===== src/rtl/booth_r4_mult_seq_if.sv =====
// Operand/result bundle for booth_r4_mult_seq.
//   start        : request, sampled only while the multiplier is idle
//   multiplicand : operand M, captured on the accepted start
//   multiplier   : operand Q, captured on the accepted start
//   tc           : 1 = signed, 0 = unsigned (only with BOOTH_UNSIGNED_EN)
//   busy         : high while an operation is in flight (RUN and DONE)
//   done         : one-cycle pulse, product valid
//   product      : result register, held until the next done
// master modport = operand source, slave modport = multiplier.
interface booth_r4_mult_seq_if #(
    parameter int unsigned WIDTH = 8
);
    logic                 start;
    logic [WIDTH-1:0]     multiplicand;
    logic [WIDTH-1:0]     multiplier;
`ifdef BOOTH_UNSIGNED_EN
    logic                 tc;
`endif
    logic                 busy;
    logic                 done;
    logic [2*WIDTH-1:0]   product;

    modport master (
`ifdef BOOTH_UNSIGNED_EN
        output tc,
`endif
        output start, multiplicand, multiplier,
        input  busy, done, product
    );

    modport slave (
`ifdef BOOTH_UNSIGNED_EN
        input  tc,
`endif
        input  start, multiplicand, multiplier,
        output busy, done, product
    );
endinterface


===== src/rtl/booth_r4_mult_seq.sv =====
// Sequential radix-4 Booth multiplier, one Booth digit per clock, one operation in flight.
// Optional macro BOOTH_UNSIGNED_EN adds the tc input (1 = signed, 0 = unsigned); without it
// operands are always two's-complement signed.
// Ports:
//   clk    : system clock, all state updates on posedge
//   rst    : asynchronous active-low reset; aborts any operation without a done
//   bus_io : slave side of booth_r4_mult_seq_if (start/operands in, busy/done/product out)
module booth_r4_mult_seq #(
    parameter int unsigned WIDTH = 8,
    parameter int unsigned CNT_W = $clog2(WIDTH / 2 + 2)
) (
    input logic                clk,
    input logic                rst,
    booth_r4_mult_seq_if.slave bus_io
);
    localparam int unsigned AW = WIDTH + 2;  // two guard bits absorb +/-2M without overflow
    localparam logic [CNT_W-1:0] NSigned   = CNT_W'(WIDTH / 2);
    localparam logic [CNT_W-1:0] NUnsigned = CNT_W'(WIDTH / 2 + 1);

    if ((WIDTH % 2) != 0 || WIDTH < 4) begin : g_width_check
        $error("booth_r4_mult_seq: WIDTH must be even and >= 4");
    end

    typedef enum logic [1:0] {StIdle, StRun, StDone} state_e;

    state_e               state_q, state_d;
    logic [AW-1:0]        acc_q, acc_d;
    logic [AW-1:0]        m_q, m_d;
    logic [AW-1:0]        q_q, q_d;
    logic                 q1_q, q1_d;
    logic [CNT_W-1:0]     cnt_q, cnt_d;
    logic [2*WIDTH-1:0]   product_q, product_d;

    logic                 cap_signed;  // mode presented with start
    logic                 run_signed;  // mode of the operation in flight
    logic [AW-1:0]        addend;
    logic [AW-1:0]        acc_sum;
    logic [AW-1:0]        acc_shift;
    logic [AW-1:0]        q_shift;

`ifdef BOOTH_UNSIGNED_EN
    logic signed_q, signed_d;
    assign cap_signed = bus_io.tc;
    assign run_signed = signed_q;
`else
    assign cap_signed = 1'b1;
    assign run_signed = 1'b1;
`endif

    // Booth digit from {Q[1], Q[0], q_1}; negation is invert plus carry-in.
    always_comb begin
        addend = '0;
        case ({q_q[1:0], q1_q})
            3'b001, 3'b010: addend = m_q;
            3'b011:         addend = m_q << 1;
            3'b100:         addend = ~(m_q << 1) + AW'(1);
            3'b101, 3'b110: addend = ~m_q + AW'(1);
            default:        addend = '0;
        endcase
    end

    assign acc_sum   = acc_q + addend;
    // Arithmetic shift right by two across {acc, Q}.
    assign acc_shift = {{2{acc_sum[AW-1]}}, acc_sum[AW-1:2]};
    assign q_shift   = {acc_sum[1:0], q_q[AW-1:2]};

    always_comb begin
        state_d   = state_q;
        acc_d     = acc_q;
        m_d       = m_q;
        q_d       = q_q;
        q1_d      = q1_q;
        cnt_d     = cnt_q;
        product_d = product_q;
`ifdef BOOTH_UNSIGNED_EN
        signed_d  = signed_q;
`endif
        case (state_q)
            StIdle: begin
                if (bus_io.start) begin
                    m_d   = cap_signed ? {{2{bus_io.multiplicand[WIDTH-1]}}, bus_io.multiplicand}
                                       : {2'b00, bus_io.multiplicand};
                    q_d   = cap_signed ? {{2{bus_io.multiplier[WIDTH-1]}}, bus_io.multiplier}
                                       : {2'b00, bus_io.multiplier};
                    acc_d = '0;
                    q1_d  = 1'b0;
                    cnt_d = cap_signed ? NSigned : NUnsigned;
`ifdef BOOTH_UNSIGNED_EN
                    signed_d = cap_signed;
`endif
                    state_d = StRun;
                end
            end
            StRun: begin
                acc_d = acc_shift;
                q_d   = q_shift;
                q1_d  = q_q[1];
                cnt_d = cnt_q - CNT_W'(1);
                if (cnt_q == CNT_W'(1)) begin
                    // Signed: WIDTH bits shifted out, low half sits in Q[AW-1:2].
                    // Unsigned: WIDTH+2 bits shifted out, low half spans all of Q.
                    product_d = run_signed ? {acc_shift[WIDTH-1:0], q_shift[AW-1:2]}
                                           : {acc_shift[WIDTH-3:0], q_shift};
                    state_d   = StDone;
                end
            end
            StDone:  state_d = StIdle;
            default: state_d = StIdle;
        endcase
    end

    always_ff @(posedge clk or negedge rst) begin
        if (!rst) begin
            state_q   <= StIdle;
            acc_q     <= '0;
            m_q       <= '0;
            q_q       <= '0;
            q1_q      <= 1'b0;
            cnt_q     <= '0;
            product_q <= '0;
`ifdef BOOTH_UNSIGNED_EN
            signed_q  <= 1'b1;
`endif
        end else begin
            state_q   <= state_d;
            acc_q     <= acc_d;
            m_q       <= m_d;
            q_q       <= q_d;
            q1_q      <= q1_d;
            cnt_q     <= cnt_d;
            product_q <= product_d;
`ifdef BOOTH_UNSIGNED_EN
            signed_q  <= signed_d;
`endif
        end
    end

    assign bus_io.busy    = (state_q != StIdle);
    assign bus_io.done    = (state_q == StDone);
    assign bus_io.product = product_q;

endmodule


===== src/flat_wrapper.sv =====
// flat-port wrapper written by rule: the top's interface ports become plain ports
module booth_r4_mult_seq_flat 
#(
    parameter int unsigned WIDTH = 8,
    parameter int unsigned CNT_W = $clog2(WIDTH / 2 + 2)
)
  (clk, rst, bus_io_start, bus_io_multiplicand, bus_io_multiplier, bus_io_busy, bus_io_done, bus_io_product);
  booth_r4_mult_seq_if #(.WIDTH(WIDTH)) bus_io_i ();
  input logic clk;
  input logic rst;
  input wire logic [$bits(bus_io_i.start)-1:0] bus_io_start;
  input wire logic [$bits(bus_io_i.multiplicand)-1:0] bus_io_multiplicand;
  input wire logic [$bits(bus_io_i.multiplier)-1:0] bus_io_multiplier;
  output wire logic [$bits(bus_io_i.busy)-1:0] bus_io_busy;
  output wire logic [$bits(bus_io_i.done)-1:0] bus_io_done;
  output wire logic [$bits(bus_io_i.product)-1:0] bus_io_product;
  assign bus_io_i.start = bus_io_start;
  assign bus_io_i.multiplicand = bus_io_multiplicand;
  assign bus_io_i.multiplier = bus_io_multiplier;
  assign bus_io_busy = bus_io_i.busy;
  assign bus_io_done = bus_io_i.done;
  assign bus_io_product = bus_io_i.product;
  booth_r4_mult_seq #(.WIDTH(WIDTH), .CNT_W(CNT_W)) u_core (.clk(clk), .rst(rst), .bus_io(bus_io_i));
endmodule

===== config.mk =====
export PLATFORM = sky130hd
export DESIGN_NAME = booth_r4_mult_seq_flat
export DESIGN_NICKNAME = d
export VERILOG_FILES = /design/src/rtl/booth_r4_mult_seq_if.sv /design/src/rtl/booth_r4_mult_seq.sv /design/src/flat_wrapper.sv
export SDC_FILE = /design/constraint.sdc
export NUM_CORES = 1
export LEC_CHECK = 0
export CELL_PAD_IN_SITES_DETAIL_PLACEMENT = 0
export CELL_PAD_IN_SITES_GLOBAL_PLACEMENT = 2
export CORE_UTILIZATION = 36
export DETAILED_ROUTE_END_ITERATION = 7
export HOLD_SLACK_MARGIN = 0.06
export PLACE_DENSITY = 0.83
export SLEW_MARGIN = 20
export SYNTH_ARGS = -nofsm -noshare
export SYNTH_HDL_FRONTEND = slang
export SYNTH_SLANG_ARGS = --single-unit

===== constraint.sdc =====
create_clock -name clk -period 6.97 [get_ports clk]
set_clock_uncertainty 0.05 [all_clocks]
set_input_delay 1.0455 -clock clk [delete_from_list [all_inputs] [get_ports clk]]
set_output_delay 1.0455 -clock clk [all_outputs]
set_load 0.02 [all_outputs]

==> After elaboration in Yosys (flattened, before gate mapping) <==
Index checks and enable logic that the tools add are counted.
{ "word_totals": {"ff_bits": 50, "in_bits": 19, "out_inout_bits": 18, "elab_cells": 45} }
{ "classes": {"add_sub_neg": 4, "n_eq_ne": 11, "muxes": 12, "bitwise_logic": 2, "reduce_logical": 9} }
{ "ops": {"columns": ["operator", "n"], "rows": [
  ["$pmux W10 S2", 2],
  ["$pmux W10 S4", 1],
  ["$add A10 B1 Y10 const B", 2],
  ["$mux W10", 2],
  ["$not A10 Y10", 2],
  ["$add A10 B10 Y10", 1],
  ["$eq A3 B3 Y1 const B", 3],
  ["$reduce_and A2 Y1", 4],
  ["$eq A3 B1 Y1 const B", 2],
  ["$eq A3 B2 Y1 const B", 2],
  ["$pmux W3 S2", 1],
  ["$mux W2", 2],
  ["$pmux W2 S2", 1],
  ["$reduce_bool A2 Y1", 2],
  ["$reduce_or A2 Y1", 2],
  ["$mux W3", 1],
  ["$sub A3 B1 Y3 const B", 1],
  ["$eq A2 B1 Y1 const B", 1],
  ["$eq A2 B2 Y1 const B", 1],
  ["$logic_not A2 Y1", 1],
  ["$ne A2 B1 Y1 const B", 1],
  ["$ne A2 B2 Y1 const B", 1],
  ["$pmux W1 S2", 1],
  ["$mux W1", 1]
]} }

==> Longest topological paths before layout <==
Gate-level depths: netlist of run 1.
{ "depth": {"depth_word": 5, "ltp_mapped": 16, "mapped_depth_nobuf": 15} }

==> Worst setup path before layout of run 1 <==
OpenSTA, ideal clock, no wires.
{ "synth_timing": {"path_kind": "flip-flop to flip-flop", "startpoint": "reg u_core.m_q[0]", "endpoint": "reg u_core.acc_q[8]", "setup_time_ns": 0.127, "arrival_time_ns": 3.220, "required_time_ns": 6.793, "setup_slack_ns": 3.573, "path_stages_with_launch": 17, "n_path_buf": 1, "path_cell_list": "dfrtp_1 inv_1 ha_1 or3b_1 buf_2 nor3_1 mux2i_1 o22ai_1 nand2_1 o21ai_1 ha_1 a21oi_1 nand2_1 o31ai_1 o21ai_0 a31oi_1 mux2i_1"} }
{ "synth_between": {"elab_chain_cells": 5} }
{ "synth_rtl": {"columns": ["element", "line_no", "source"], "rows": [
  ["start, declared", "booth_r4_mult_seq.sv:28", "logic [AW-1:0] m_q, m_d;"],
  ["start signal, assigned", "booth_r4_mult_seq.sv:127", "m_q <= m_d;"],
  ["$not A10 Y10 (on tied branches)", "booth_r4_mult_seq.sv:57, booth_r4_mult_seq.sv:56", null],
  ["$add A10 B1 Y10 (on tied branches)", "booth_r4_mult_seq.sv:57, booth_r4_mult_seq.sv:56", null],
  ["$pmux W10 S4 (*)", "booth_r4_mult_seq.sv:53", "case ({q_q[1:0], q1_q})"],
  ["$add A10 B10 Y10 (*)", "booth_r4_mult_seq.sv:62", "assign acc_sum = acc_q + addend;"],
  ["$pmux W10 S2 (*)", "booth_r4_mult_seq.sv:78", "case (state_q)"],
  ["end signal, assigned", "booth_r4_mult_seq.sv:115", "acc_q <= '0;"],
  ["end signal, assigned", "booth_r4_mult_seq.sv:126", "acc_q <= acc_d;"],
  ["end, declared", "booth_r4_mult_seq.sv:27", "logic [AW-1:0] acc_q, acc_d;"]
]} }
Mark *: on every way between the ends. The rest lies on a longest branch, timed or not.
A chain may end at the register's enable or synchronous reset.

==> Worst setup path in the final report of run 1 <==
Same ends and word-level chain as after synthesis.

==> results of run 1 <==
## state kept, by name, indices dropped and copies added, names as in the netlist
signal and cells:
u_core.q_q 10, u_core.q1_q 1, u_core.cnt_q 3, u_core.m_q 8, u_core.acc_q 8, u_core.bus_io.product 16, u_core.state_q 2
## cells by family (layout without fill, tap and decap cells)
kind of cell | after synthesis | count (layout) | share of synthesized area
fa+ha+maj | 13 | 13 | 0.0585
flops | 48 | 48 | 0.413
buf+inv | 34 | 60 | 0.0473
xor+xnor | 15 | 15 | 0.0499
compound gates | 83 | 83 | 0.172
mux | 17 | 17 | 0.0650
simple gates | 125 | 125 | 0.194
## per-layer routing
metal  routed length (µm)  global-route usage  up-vias  part of all wire
met2                 2940               0.267       43              0.44
li1                     -                   -     1204                 -
met4                  155              0.0729        0             0.023
met3                  233              0.0332       11             0.035
met5                    0                   0        -                 0
met1                 3320               0.238     1115              0.50
## synthesized netlist by cell type (2+ instances only)
cell type	n
a211o_1	3
a211oi_1	2
a21oi_1	14
a221o_1	2
a31oi_1	2
and2_1	2
buf_2	2
clkbuf_1	17
dfrtp_1	48
ha_1	12
inv_1	12
mux2_2	5
mux2i_1	11
nand2_1	63
nand2b_1	9
nand3_1	8
nor2_1	20
nor2b_1	8
nor3_1	8
nor3b_1	2
o21a_1	3
o21ai_0	25
o21ai_1	10
o22ai_1	11
o31ai_1	3
xnor2_1	7
xor2_1	7
## per-stage QoR
step | hold slack, ps | util | setup slack [ps] | cell area, µm² | power (mW)
detailed placement | 412 | 0.428 | 3140 | 3330 | 1.79
finish | 427 | 0.441 | 3140 | 3420 | 1.96
global route | 469 | 0.441 | 2610 | 3420 | 2.17
CTS | 435 | 0.441 | 3130 | 3420 | 1.98
floorplan | 399 | - | 3570 | 2910 | 1.46
global placement | 411 | 0.428 | 3320 | 3330 | 1.78
## worst paths after layout
| path | from | end | slack, ps | cells after the start |
|---|---|---|---|---|
| worst min-delay path | u_core.bus_io.product[0]$_DFFE_PN0P_ | u_core.bus_io.product[0]$_DFFE_PN0P_ | 430 | 2 |
| min in group asynchronous | rst | u_core.m_q[7]$_DFFE_PN0P_ | 790 | 2 |
| worst max-delay path | u_core.m_q[0]$_DFFE_PN0P_ | u_core.acc_q[8]$_DFFE_PN0P_ | 3140 | 15 |
| max in group asynchronous | rst | u_core.bus_io.product[12]$_DFFE_PN0P_ | 5660 | 2 |
| worst max register to register | u_core.m_q[0]$_DFFE_PN0P_ | u_core.acc_q[8]$_DFFE_PN0P_ | 3140 | 15 |
| worst min register to register | u_core.bus_io.product[0]$_DFFE_PN0P_ | u_core.bus_io.product[0]$_DFFE_PN0P_ | 430 | 2 |
## area by class of cell
class,instances,area share
multi-input combinational,253,0.459
tap,102,0.0373
clock buffer,6,0.0241
timing repair buffer,39,0.110
sequential,48,0.351
clock inverter,2,0.00402
inverter,13,0.0143
## power breakdown
group,switching [mW],internal [mW],total [mW]
clock,0.101,0.0814,0.183
sequential,0.159,0.422,0.581
combinational,0.662,0.536,1.20
total,0.923,1.04,1.96
## worst max-delay path, cell delays in order (launching register included)
cell and delay (ps):
dfrtp_1 420, inv_1 110, ha_1 200, or3b_1 460, nor3_1 350, mux2i_1 140
o22ai_1 170, nand2_1 70, o21ai_1 100, ha_1 280, a21oi_1 400, nand2_1 90
o31ai_1 370, o21ai_0 200, a31oi_1 220, mux2i_1 100
==> summary.txt, run 1 <==
Drt
  – Via Count: 2,373
  – ANT nets after route: 0
  – Pre-Repair DR Iteration Count: 4
  – Mean routed wirelength per cell: 14.4 µm
  – DR vias/cell: 5.13
  – Detailed Route Iter0 Violations: 85
  – Residual DRC: 0
  – WL final: 6650 µm

Critical path
  – Data arrival, critical path: 3960 ps
  – Startpoint types: register
  – Critical Path RT: 7100 ps
  – CP max FO: 7
  – Crit path kind: reg2reg
  – Crit end category: register

Place
  – I/O Buffers: 36
  – Placed insts: 455
  – Routability cong.: 0.875
  – Post-DP HPWL: 4610 µm

Logic synthesis
  – Synth top area cells: dfrtp_1 41%, nand2_1 8.1%, ha_1 5.2%
  – Ys async rst share: 1.00
  – Yosys synthesis warning count: 0
  – Post-Synthesis Cells: 335
  – Mapped cell area: 2910 µm²
  – Register bit total from synthesis: 48
  – Syn Nets: 367
  – Register area share after synthesis: 0.413
  – Number of synthesized flops with an enable pin: 0
  – Cell taking the most area after synthesis: dfrtp_1
  – Distinct cells, synth: 46
  – Main synth FF type: dfrtp_1
  – Syn Area/Cell: 8.68 µm²
  – Synth top area share: 0.413

Clocking
  – Setup bufs post-CTS: 0
  – CTS tree: done
  – Max Root-Sink Buffers: 2
  – Hold_buf cts: 0
  – CTS sink count: 48
  – Root Driver: clkbuf_8
  – Number of buffers created by CTS: 5
  – H-tree levels: 2
  – Worst skew pair latency: 310 ps
  – Clock-pin slew on the worst setup and hold paths: 90 ps
  – Post-CTS Resized: 0

Timing
  – Final setup viols: 0
  – Max Fclk: 0.261 GHz
  – Final Hold Fails: 0
  – Worst relative slew slack: 0.356
  – RSZ-0062 raised after global routing: false
  – Fin crit period: 3830 ps
  – Period utilisation layout: 0.549
  – Pins over their slew limit: 0
  – Measured slew at the worst slew-check pin: 964 ps
  – Setup TNS: 0 ps

Power and ir drop
  – LEAKAGE: 1.48 nW
  – Pwr dens: 573 nW/µm²
  – Max VDD drop: 0.244 mV

Final layout
  – Area Growth Syn to Fin: 17.7%
  – Fin nets: 392
  – Commonest cells after routing, fill and taps aside: 63 x nand2_1, 48 x dfrtp_1, 35 x clkdlybuf4s50_1, 25 x o21ai_0, 19 x nor2_1
  – Commonest non-fill, non-tap cell in the layout: nand2_1
  – Fin cells: 463
  – Reg area: 1200 µm²
  – Diode count: 0
  – Area of the multi-input gates: 1570 µm²
  – Share of post-route cells with drive strength above 1: 0.0554
  – Filler instances: 784

GRT
  – Global route overflow: 0
  – Global-route wire length before repair: 11,400 µm
  – Largest net degree at the start of global routing: 49
  – Tot GR Track Use: 0.173
  – Vias in the first global route: 2,327
  – Initial antenna violation count: 0

Floorplanning
  – Core area: 7770 µm²
  – Row cnt: 32
  – Die Wd: 91.9 µm
  – Initial Utilization: 0.374
  – Die area: 8440 µm²
  – # IOs: 37
  – DIE HEIGHT: 91.9 µm

Status
  – Outcome: complete, no violations

Hold path
  – Hold WC Path Type: reg2reg

Flow run
  – Max-cap check violation count: 0
No activity file was read; power rests on OpenSTA's default activity.
==> run 2: changes to the inputs <==
--- a/config.mk
+++ b/config.mk
@@ -7,10 +7,10 @@
 export LEC_CHECK = 0
 export CELL_PAD_IN_SITES_DETAIL_PLACEMENT = 0
 export CELL_PAD_IN_SITES_GLOBAL_PLACEMENT = 2
-export CORE_UTILIZATION = 36
+export CORE_UTILIZATION = 30
 export DETAILED_ROUTE_END_ITERATION = 7
 export HOLD_SLACK_MARGIN = 0.06
-export PLACE_DENSITY = 0.83
+export PLACE_DENSITY = 0.74
 export SLEW_MARGIN = 20
 export SYNTH_ARGS = -nofsm -noshare
 export SYNTH_HDL_FRONTEND = slang
==> constraint.sdc (replaced) <==
create_clock -name clk -period 3.2 [get_ports clk]
set_clock_uncertainty 0.05 [all_clocks]
set_input_delay 0.48 -clock clk [delete_from_list [all_inputs] [get_ports clk]]
set_output_delay 0.48 -clock clk [all_outputs]
set_load 0.02 [all_outputs]
==> summary.txt, run 2 (synthesis results as in run 1) <==
Clocking
  – CTS tree: done
  – Root Driver: clkbuf_8
  – Worst skew pair latency: 300 ps (about the same)
  – H-tree levels: 2 (unchanged)
  – Number of buffers created by CTS: 5 (unchanged)
  – Max Root-Sink Buffers: 2 (unchanged)
  – Hold_buf cts: 0 (unchanged)
  – CTS sink count: 48 (unchanged)
  – Clock-pin slew on the worst setup and hold paths: 90 ps (about the same)

Critical path
  – Buf/Inv on CP: 1 (unchanged)
  – Worst setup path startpoint: u_core.m_q[0]$_DFFE_PN0P_
  – Crit path kind: reg2reg
  – Reg-to-reg endpoint: u_core.acc_q[8]$_DFFE_PN0P_
  – Worst-case reg-to-reg path depth: 15 (unchanged)
  – Crit-path cells: inv_2 > ha_4 > or3b_4 > o31a_1 > mux2i_1 > o22ai_1 > nand2_1 > o21ai_1 > ha_1 > nand2_1 > a32oi_1 > o31ai_2 > or3_1 > a31oi_1 > mux2i_1
  – Critical Path RT: 3340 ps (-3760 ps)
  – Crit-path max cell delay: 430 ps (-30 ps)
  – Top Family by Delay on Critical Path: simple AND/OR/NAND/NOR gates
  – CP max FO: 5 (-2)
  – FF-to-FF Start: u_core.m_q[0]$_DFFE_PN0P_
  – Data arrival, critical path: 3430 ps (-530 ps)
  – Crit-path slowest cell: or3b_4
  – Reg2Reg Setup Slack: -80 ps (-3220 ps)
  – Crit end category: register
  – Startpoint types: register

Final layout
  – Area Growth Syn to Fin: 29.7%
  – Commonest non-fill, non-tap cell in the layout: nand2_1
  – Fin nets: 421 (+7.4%)
  – Fin cells: 519 (+12%)
  – Filler instances: 965 (+23%)
  – Max reg flops: 16 (unchanged)
  – Commonest cells after routing, fill and taps aside: 63 x nand2_1, 47 x dfrtp_1, 35 x clkdlybuf4s50_1, 32 x buf_4, 23 x o21ai_0
  – Share of post-route cells with drive strength above 1: 0.164 (+0.109)
  – Diode count: 0 (unchanged)

Floorplanning
  – Die area: 10,100 µm² (+20%)
  – Core area: 9330 µm² (+20%)
  – Die Wd: 100 µm (+9.3%)
  – Row cnt: 35 (+9.4%)
  – # IOs: 37 (unchanged)
  – Initial Utilization: 0.312 (-0.0626)
  – DIE HEIGHT: 100 µm (+9.3%)

Status
  – Outcome: finished, violations left
  – Violated checks: negative setup slack

Place
  – Placed insts: 510 (+12%)
  – I/O Buffers: 36 (unchanged)
  – Routability cong.: 0.835 (-4.6%)
  – Post-DP HPWL: 5230 µm (+13%)

Hold path
  – Hold WC Path Type: in2async

Power and ir drop
  – Max VDD drop: 0.403 mV (+65%)
  – Pwr dens: 1270 nW/µm² (+120%)
  – LEAKAGE: 1.63 nW (+10%)

Drt
  – Pre-Repair DR Iteration Count: 4 (unchanged)
  – WL final: 7240 µm (+8.8%)
  – Detailed Route Iter0 Violations: 123 (+45%)
  – Via Count: 2,493 (+5.1%)
  – Residual DRC: 0 (unchanged)
  – Mean routed wirelength per cell: 13.9 µm (-2.9%)
  – DR vias/cell: 4.80 (-6.3%)
  – ANT nets after route: 0 (unchanged)

Timing
  – Max Fclk: 0.304 GHz (+17%)
  – RSZ-0062 raised after global routing: true
  – Worst setup margin: -84.4 ps (-3220 ps)
  – Final Hold Fails: 0 (unchanged)
  – Period utilisation layout: 1.03 (+0.477)
  – Pins over their slew limit: 0 (unchanged)
  – Worst relative slew slack: 0.435 (+0.0798)
  – Setup TNS: -127 ps (-127 ps)
  – Final setup viols: 2 (+2)
  – Fin crit period: 3280 ps (-545 ps)
  – Measured slew at the worst slew-check pin: 847 ps (-117 ps)

Flow run
  – Max-cap check violation count: 0 (unchanged)

GRT
  – Global route overflow: 0 (unchanged)
  – Vias in the first global route: 2,449 (+5.2%)
  – Global-route wire length before repair: 12,100 µm (+6.0%)
  – Initial antenna violation count: 0 (unchanged)
  – Largest net degree at the start of global routing: 27 (-45%)
  – Tot GR Track Use: 0.154 (-0.0191)
[run 2: cell types whose count changed in the layout (fill, tap and decap cells not counted), moves of 2 or more]
cell	before	now
nor3_1	8	6
inv_1	12	10
nor3_4	0	2
o21ai_0	25	23
o21ai_1	10	12
inv_2	0	2
buf_4	3	32
a21oi_1	14	12
[run 2: how the worst max path moves through the flow]
| stage | slack [ps] | cells after the start | endpoint |
|---|---|---|---|
| final | -80 | 15 | u_core.acc_q[8]$_DFFE_PN0P_ |
| after global routing | -270 | 15 | u_core.acc_q[8]$_DFFE_PN0P_ |
| after detailed placement | -130 | 15 | u_core.acc_q[8]$_DFFE_PN0P_ |
| after CTS | -80 | 15 | u_core.acc_q[8]$_DFFE_PN0P_ |
| after floorplan | 9 | 16 | u_core.acc_q[8]$_DFFE_PN0P_ |
| after global placement | -60 | 15 | u_core.acc_q[8]$_DFFE_PN0P_ |
[run 2: through the flow]
| stage | util | total power, mW | hold slack [ps] | setup slack (ps) | instance area (µm²) |
|---|---|---|---|---|---|
| 6_report | 0.404 | 4.81 | 109 | -84.4 | 3770 |
| 5_1_grt | 0.404 | 5.28 | 151 | -274 | 3770 |
| 4_1_cts | 0.400 | 4.77 | 130 | -78.5 | 3730 |
| 3_5_place_dp | 0.386 | 4.31 | 411 | -130 | 3600 |
| 3_3_place_gp | 0.386 | 4.29 | 410 | -62.3 | 3600 |
| 2_1_floorplan | - | 3.23 | 134 | 9.36 | 2950 |
[run 2: power breakdown]
part	total, mW	switching, mW	internal [mW]
logic	3.17	1.65	1.52
clock network	0.400	0.223	0.177
registers	1.24	0.316	0.921
[run 2: per-layer routing]
layer  GRT usage  part of all wire
met1       0.207              0.48
met2       0.263              0.47
met3      0.0264             0.036
met4      0.0301            0.0079
met5           0                 0
[run 2: timing repair]
item                                    CTS  global route
hold endpoints to repair                  0             0
resized for setup                         5            10
endpoints found under the setup margin    2             9
buffers inserted                          1             0
pin swaps                                 2             4
[run 2: cell type report]
| class | count | area, µm² | area share |
|---|---|---|---|
| repair buffers | 68 | 596 | 0.158 |
| multi-input cells | 253 | 1670 | 0.442 |
| clock inverters | 2 | 13.8 | 0.00365 |
| flip-flops and latches | 48 | 1200 | 0.319 |
| inverters | 13 | 48.8 | 0.0129 |
| well taps | 129 | 161 | 0.0428 |
| clock buffers | 6 | 82.6 | 0.0219 |
[run 2: worst reg2reg max path, stage by stage, from the launching register on]
cell and delay, ps:
dfrtp_1 420, inv_2 90, ha_4 130, or3b_4 430
o31a_1 270, mux2i_1 130, o22ai_1 90, nand2_1 70
o21ai_1 70, ha_1 380, nand2_1 90, a32oi_1 210
o31ai_2 120, or3_1 350, a31oi_1 180, mux2i_1 90
